**config.mk**
```make
export PLATFORM = sky130hd
export DESIGN_NAME = contador_display
export DESIGN_NICKNAME = d
export VERILOG_FILES = /design/src/rtl/contador_pkg.sv /design/src/rtl/contador_display_detector_borda.sv /design/src/rtl/contador_display.sv
export SDC_FILE = /design/constraint.sdc
export NUM_CORES = 1
export LEC_CHECK = 0
export ABC_CLOCK_PERIOD_IN_PS = 1300
export CAP_MARGIN = 15
export CORE_AREA = 2 2 39 41
export CTS_BUF_LIST = sky130_fd_sc_hd__clkbuf_8
export CTS_CLUSTER_DIAMETER = 120
export DETAILED_ROUTE_END_ITERATION = 8
export DIE_AREA = 0 0 41 43
export PLACE_DENSITY_LB_ADDON = 0.08
export SKIP_CTS_REPAIR_TIMING = 1
export SYNTH_ARGS = -nofsm -noshare
export SYNTH_HDL_FRONTEND = slang
export SYNTH_SLANG_ARGS = --single-unit
```
**constraint.sdc**
```tcl
create_clock -name clk -period 1.3 [get_ports clk]
set_input_delay 0.26 -clock clk [delete_from_list [all_inputs] [get_ports clk]]
set_output_delay 0.26 -clock clk [all_outputs]
set_load 0.05 [all_outputs]
```
**src/rtl/contador_pkg.sv**
```systemverilog
// Shared definitions for the contador_display counter and its helpers.
// Holds the counter limits, the run-state encoding and the load saturation helper.
package contador_pkg;

    localparam logic [3:0] HEX_MAX = 4'hF;
    localparam logic [3:0] BCD_MAX = 4'd9;

    typedef enum logic {
        PARADO   = 1'b0,
        CONTANDO = 1'b1
    } estado_t;

    // Clamp a load value to the counter's maximum so BCD mode never holds a non-decimal digit
    function automatic logic [3:0] satura_carga(input logic [3:0] valor, input logic [3:0] max_v);
        return (valor > max_v) ? max_v : valor;
    endfunction

endpackage

```
**src/rtl/contador_display_detector_borda.sv**
```systemverilog
// Rising-edge detector for the (already debounced) start/stop button.
// The previous sample lives in btn_q, so a held button yields a single rise.
module detector_borda (
    input  logic clk,
    input  logic rst,
    input  logic in,
    output logic rise
);

    logic btn_q;

    // Remember last cycle's input level
    always_ff @(posedge clk) begin
        if (rst) begin
            btn_q <= 1'b0;
        end else begin
            btn_q <= in;
        end
    end

    assign rise = in & ~btn_q;

endmodule

```
**src/rtl/contador_display.sv**
```systemverilog
// Prescaled up/down 4-bit counter with start/stop button, parallel load and
// carry/borrow pulse, feeding a 7-segment decoder through bits A (MSB) .. D (LSB).
// Optional feature macro: CONTADOR_BCD_EN selects a decimal (0..9) counter with
// saturating load; without it the counter runs over the full hex range.
module contador_display
    import contador_pkg::*;
#(
    parameter int CLK_DIV = 4
) (
    input  logic       clk,
    input  logic       rst,
    input  logic       btn,
    input  logic       up,
    input  logic       load,
    input  logic [3:0] din,
    output logic       A,
    output logic       B,
    output logic       C,
    output logic       D,
    output logic       carry,
    output logic       rodando
);

    localparam int               DIV_W    = (CLK_DIV > 1) ? $clog2(CLK_DIV) : 1;
    localparam logic [DIV_W-1:0] DIV_LAST = DIV_W'(CLK_DIV - 1);

`ifdef CONTADOR_BCD_EN
    localparam logic [3:0] CNT_MAX = BCD_MAX;
`else
    localparam logic [3:0] CNT_MAX = HEX_MAX;
`endif

    estado_t          state_q, state_d;
    logic [DIV_W-1:0] div_q, div_d;
    logic [3:0]       value_q, value_d;
    logic             carry_q, carry_d;
    logic             rise;
    logic             step;
    logic [3:0]       load_val;

    detector_borda u_detector_borda (
        .clk  (clk),
        .rst  (rst),
        .in   (btn),
        .rise (rise)
    );

`ifdef CONTADOR_BCD_EN
    assign load_val = satura_carga(din, CNT_MAX);
`else
    assign load_val = din;
`endif

    // A step is due on the last prescaler cycle of an interval while running
    assign step = (state_q == CONTANDO) && (div_q == DIV_LAST);

    // Run-state register
    always_ff @(posedge clk) begin
        if (rst) begin
            state_q <= PARADO;
        end else begin
            state_q <= state_d;
        end
    end

    // Each button rise flips between stopped and counting; load leaves it alone
    always_comb begin
        state_d = state_q;
        if (rise) begin
            state_d = (state_q == PARADO) ? CONTANDO : PARADO;
        end
    end

    // Run indicator comes straight from the state register
    always_comb begin
        rodando = (state_q == CONTANDO);
    end

    // Prescaler and counter value: load wins over a coincident step
    always_comb begin
        div_d   = div_q + 1'b1;
        value_d = value_q;
        carry_d = 1'b0;
        // Any start, stop, load or interval end restarts the interval count
        if (load || (state_q == PARADO) || rise || (div_q == DIV_LAST)) begin
            div_d = '0;
        end
        if (load) begin
            value_d = load_val;
        end else if (step) begin
            if (up) begin
                if (value_q == CNT_MAX) begin
                    value_d = 4'd0;
                    carry_d = 1'b1;
                end else begin
                    value_d = value_q + 4'd1;
                end
            end else begin
                if (value_q == 4'd0) begin
                    value_d = CNT_MAX;
                    carry_d = 1'b1;
                end else begin
                    value_d = value_q - 4'd1;
                end
            end
        end
    end

    // Datapath registers
    always_ff @(posedge clk) begin
        if (rst) begin
            div_q   <= '0;
            value_q <= 4'd0;
            carry_q <= 1'b0;
        end else begin
            div_q   <= div_d;
            value_q <= value_d;
            carry_q <= carry_d;
        end
    end

    assign {A, B, C, D} = value_q;
    assign carry        = carry_q;

endmodule

```
; After elaboration in Yosys (flattened, before gate mapping)
; Index checks and enable logic that the tools add are counted.
[word_totals]
input_bits = 9
reg_bits = 9
wordCells = 31
[op_classes]
addsub = 3
n_bitwise = 4
n_mux = 9
n_reduce_logical = 8
n_eq_ne = 2
[op_table]
columns = operator, n
row1 = two-way mux 4 bit, 5
row2 = "adder 4 x 1 -> 4 bit, second input constant", 1
row3 = "== test 4 bit, second input constant", 1
row4 = zero test 4 bit, 1
row5 = two-way mux 1 bit, 4
row6 = "subtractor 4 x 1 -> 4 bit, second input constant", 1
row7 = logical OR 1 bit, 3
row8 = inverter 1 bit, 3
row9 = OR reduction 3 bit, 1
row10 = "adder 2 x 1 -> 2 bit, second input constant", 1
row11 = "== test 2 bit, second input constant", 1
row12 = nonzero test 2 bit, 1
row13 = OR reduction 2 bit, 1
row14 = bitwise AND 1 bit, 1
row15 = logical AND 1 bit, 1

; Depth between registers and ports, before layout
[depth]
ltp_word = 5
mapped_depth = 6

; Modules after synthesis
; Synthesis repeated with hierarchy kept, for this count alone.
[unflattened]
hier_cells = 56
hier_area_um2 = 518.0
[modules_own_cells]
columns = mod, n_inst, area_per_inst_um2, cells_per_inst
row1 = contador_display, 1, 470.5, 53
row2 = detector_borda, 1, 47.5, 3

; Worst setup path before layout
; Ideal clock, no wire load.
[synth_path]
path_kind = register to register
start = register value_q[0]
end = register value_q[1]
stages_incl_launch_ff = 7
arrival_time_ns = 1.589
path_slack_ns = -0.410
path_buffers = 0
setup_time_ns = 0.121
path_cell_list = dfxtp_1 > inv_1 > ha_1 > xor2_1 > nor2_1 > a211oi_1 > nor3_1
[synth_between]
elab_chain_cells = 5
elab_cells_between_ends = 9
[synth_lines]
columns = item, line
row1 = start: declaration, contador_display.sv:35  ; logic [3:0] value_q, value_d;
row2 = start signal: assignment, contador_display.sv:117  ; value_q <= value_d;
row3 = "subtractor 4 x 1 -> 4 bit, or another cell as far along", contador_display.sv:103  ; value_d = value_q - 4'd1;
row4 = two-way mux 4 bit (on tied branches), "contador_display.sv:99, contador_display.sv:92"
row5 = two-way mux 4 bit (*), contador_display.sv:91  ; if (up) begin
row6 = two-way mux 4 bit (*), contador_display.sv:90  ; end else if (step) begin
row7 = two-way mux 4 bit (*), contador_display.sv:88  ; if (load) begin
; Every way passes the cells marked *; elsewhere a longest branch is shown, timed or not. The select of a mux whose other input is x is not followed.
; A chain may end at the register's enable or synchronous reset.

; Final worst setup path
[layout_path]
start = register value_q[0]
end = register value_q[3]
; The elaborated chain is that of the path after synthesis.

==> results.yml <==
layout:
  area_growth_pct: 75.2
  fillerInstances: 114
  drive_gt1_share_pct: 38.3
  ff_latch_area_sq_um: 191
  fin_area_sq_um: 875
  instances_no_fill: 97
  antenna_cells: 0
  multi_input_area_sq_um: 317
  layout.nets: 94
clocking:
  numCtsBuffers: 3
  clk_pin_slew_worst_paths_ns: 0.05
  clock_sinks: 9
  htreeDepth: 1
  cts_tree: "yes"
  clockBufferDepth: 2
  root_buffer: "clkbuf_8"
  clk_latency_ns: 0.24
detailed_routing:
  drc: 0
  antenna_left: 0
  wirelength_microns: 1060
  wire_per_inst_microns: 10.9
  vias: 468
  dr.first_iter.drc_count: 6
  first_pass_iters: 2
  viasPerCell: 4.82
grt:
  overflow: 0
  grt_pass1_wl_microns: 1960
  antenna_found_initial: 0
  grt.total_usage_pct: 17.7
  grt_pass1_vias: 460
  grt_max_degree: 9
placement:
  hpwl_microns: 831
  globalplace.congestion: 0.713
  dpl-instance-area_sq_um: 797
  portBuffers: 14
  dp_cells: 93
die:
  start_util_pct: 36.1
  num_rows: 14
  die_height_microns: 43
  num_io_pins: 15
  die_w_microns: 41
  die_area_sq_um: 1760
  core_area_sq_um: 1380
setup_path:
  cp_max_fo: 4
  r2r_start: "value_q[0]$_SDFFE_PP0P_"
  r2r-end: "value_q[3]$_SDFFE_PP0P_"
  required_ns: 1.46
  r2r_slack_ns: 0.02
  path_cells: "inv_4 -> ha_4 -> o21bai_1 -> a21oi_1 -> o311a_1 -> a211oi_2"
  worstPathArrival_ns: 1.44
  critical_path_class: "flip-flop to flip-flop"
  cp-end-kind: "flip-flop"
  cp_slowest_stage_delay_ns: 0.35
  cp-start-kind: "flip-flop"
  crit_path_top_delay_cell: "dfxtp_4"
  rr_worst_depth: 6
hold_path:
  hold_path_depth: 1
  hold_class: "flip-flop to flip-flop"
  hold_start: "div_q[0]$_SDFF_PP0_"
  min_to: "div_q[0]$_SDFF_PP0_"
timing:
  rsz0062_at_grt: "yes"
  fin_worst_skew_ns: 0.00210
  worst_pin_slew_ns: 0.294
  timing_hold_violations_final: 0
  setup_viol: 0
  fmax_mhz: 782
  slew_viol_final: 0
  maxSlewHeadroom_pct: 80.1
  timing.final.crit_share_pct: 98.3
  whs_ns: 0.436
  period_minus_slack_ns: 1.28
yosys:
  synth.avg_cell_area_sq_um: 9.08
  synth_seq_cells: 9
  ys_seq_area_share_pct: 36.1
  yosysUniqueCellTypes: 26
  synth_adder_area_share_pct: 7.52
  yosys.area_share.simple_pct: 22.3
  synth_compound_area_share_pct: 18.3
  ys_warn_count: 0
  synth_fp_nets: 67
  synth_top_family_by_area: "simple AND/OR/NAND/NOR gates"
  synthXorXnorAreaFrac_pct: 7.02
  syn_inst: 55
  synthMuxAreaShare_pct: 4.01
  syn_area_sq_um: 499
outcome:
  status: "finished clean"
flow_run:
  cap_violations: 0
power:
  p_leak_nw: 0.361
  powerDensity_nw_per_um2: 992
  vdd_drop_max_mv: 0.881
-- synth_stat cells --
master    instances  area, sq um
nor3_1            1         5.00
nor4b_1           3         26.3
clkbuf_1          1         3.75
dfxtp_1           9          180
inv_1             3         11.3
ha_1              3         37.5
xor2_1            1         8.76
inv_2             1         3.75
nor4_2            1         12.5
xnor2_1           3         26.3
o21a_1            2         15.0
a211oi_2          1         12.5
o21ai_1           1         5.00
nand2_1           1         3.75
nand2b_1          1         6.26
clkbuf_2          1         5.00
a41oi_1           1         8.76
o21bai_1          1         7.51
a21oi_1           5         25.0
nor2_1            5         18.8
mux2i_1           2         20.0
nor4_1            1         6.26
nor3b_1           1         7.51
o311a_1           1         10.0
nor2b_1           4         25.0
a211oi_1          1         7.51
-- how the worst max path moves through the flow --
stage / from / endpoint / slack [ns]
after floorplan: value_q[1]$_SDFFE_PP0P_ / value_q[3]$_SDFFE_PP0P_ / -0.04
after global placement: up / value_q[2]$_SDFFE_PP0P_ / -0.21
after detailed placement: up / value_q[2]$_SDFFE_PP0P_ / -0.25
after CTS: value_q[1]$_SDFFE_PP0P_ / value_q[3]$_SDFFE_PP0P_ / -0.04
after global routing: value_q[0]$_SDFFE_PP0P_ / value_q[2]$_SDFFE_PP0P_ / -0.08
final: value_q[0]$_SDFFE_PP0P_ / value_q[3]$_SDFFE_PP0P_ / 0.02
-- layer usage --
metal  wire, microns  up-vias  share of wire (%)  global-route usage [%]
met2             481       13                 46                    22.5
met3              54        3                5.1                    7.85
li1                -      248                  -                       -
met4              33        0                3.1                    14.0
met5               0        -                  0                       0
met1             487      204                 46                    22.1
-- cell usage in the layout, fill, tap and decap left out, types with 2 or more instances in the layout --
cell / Yosys / routed
clkbuf_8: 0 / 3
buf_4: 0 / 9
clkdlybuf4s50_1: 0 / 7
nor4b_1: 3 / 2
nor2_1: 5 / 5
mux2i_1: 2 / 2
a21oi_1: 5 / 5
inv_4: 0 / 2
xnor2_1: 3 / 3
nor2b_1: 4 / 4
buf_12: 0 / 6
dfxtp_2: 0 / 3
dfxtp_4: 0 / 2
inv_1: 3 / 3
dfxtp_1: 9 / 4
o21a_1: 2 / 2
-- final cells by class --
type | count | area share, %
multi-input cells | 40 | 36.2
well taps | 16 | 2.29
flip-flops and latches | 9 | 21.9
repair buffers | 24 | 32.2
inverters | 4 | 2.29
clock buffers | 3 | 4.72
clock inverters | 1 | 0.429
-- critical path: cells and delay by family (launching register included) --
kind / cells / cell delay (ns)
flip-flops: 1 / 0.35
AO/OA/AOI/OAI: 4 / 0.65
buffers and inverters: 1 / 0.06
adder cells (fa/ha/maj): 1 / 0.14
-- flip-flops by register name, indices dropped and copies added, names as in the netlist --
register and flops:
value_q 4, div_q 2, carry 1, rodando 1
u_detector_borda.btn_q 1
-- metrics by stage --
step,worst slack [ns],util (%),power [mW],setup TNS [ns]
6_report,0.0217,63.2,0.868,0
5_1_grt,-0.0785,63.2,0.919,-0.165
4_1_cts,-0.0418,60.8,0.870,-0.115
3_5_place_dp,-0.246,57.6,0.536,-0.868
3_3_place_gp,-0.210,57.6,0.537,-0.705
2_1_floorplan,-0.0445,-,0.417,-0.0846
-- cell families (layout without fill, tap and decap cells) --
family / count (synthesis) / count (layout)
simple gates: 18 / 18
compound gates: 13 / 13
flops: 9 / 9
buf+inv: 6 / 32
xor+xnor: 4 / 4
fa+ha+maj: 3 / 3
mux: 2 / 2
-- power by group --
part	internal [mW]	total, mW	switching [mW]	leakage, nW
clock	0.206	0.324	0.118	0.0269
combinational	0.130	0.230	0.0995	0.257
sequential	0.292	0.314	0.0222	0.0762
total	0.628	0.868	0.240	0.361
No activity file was read; power rests on OpenSTA's default activity.
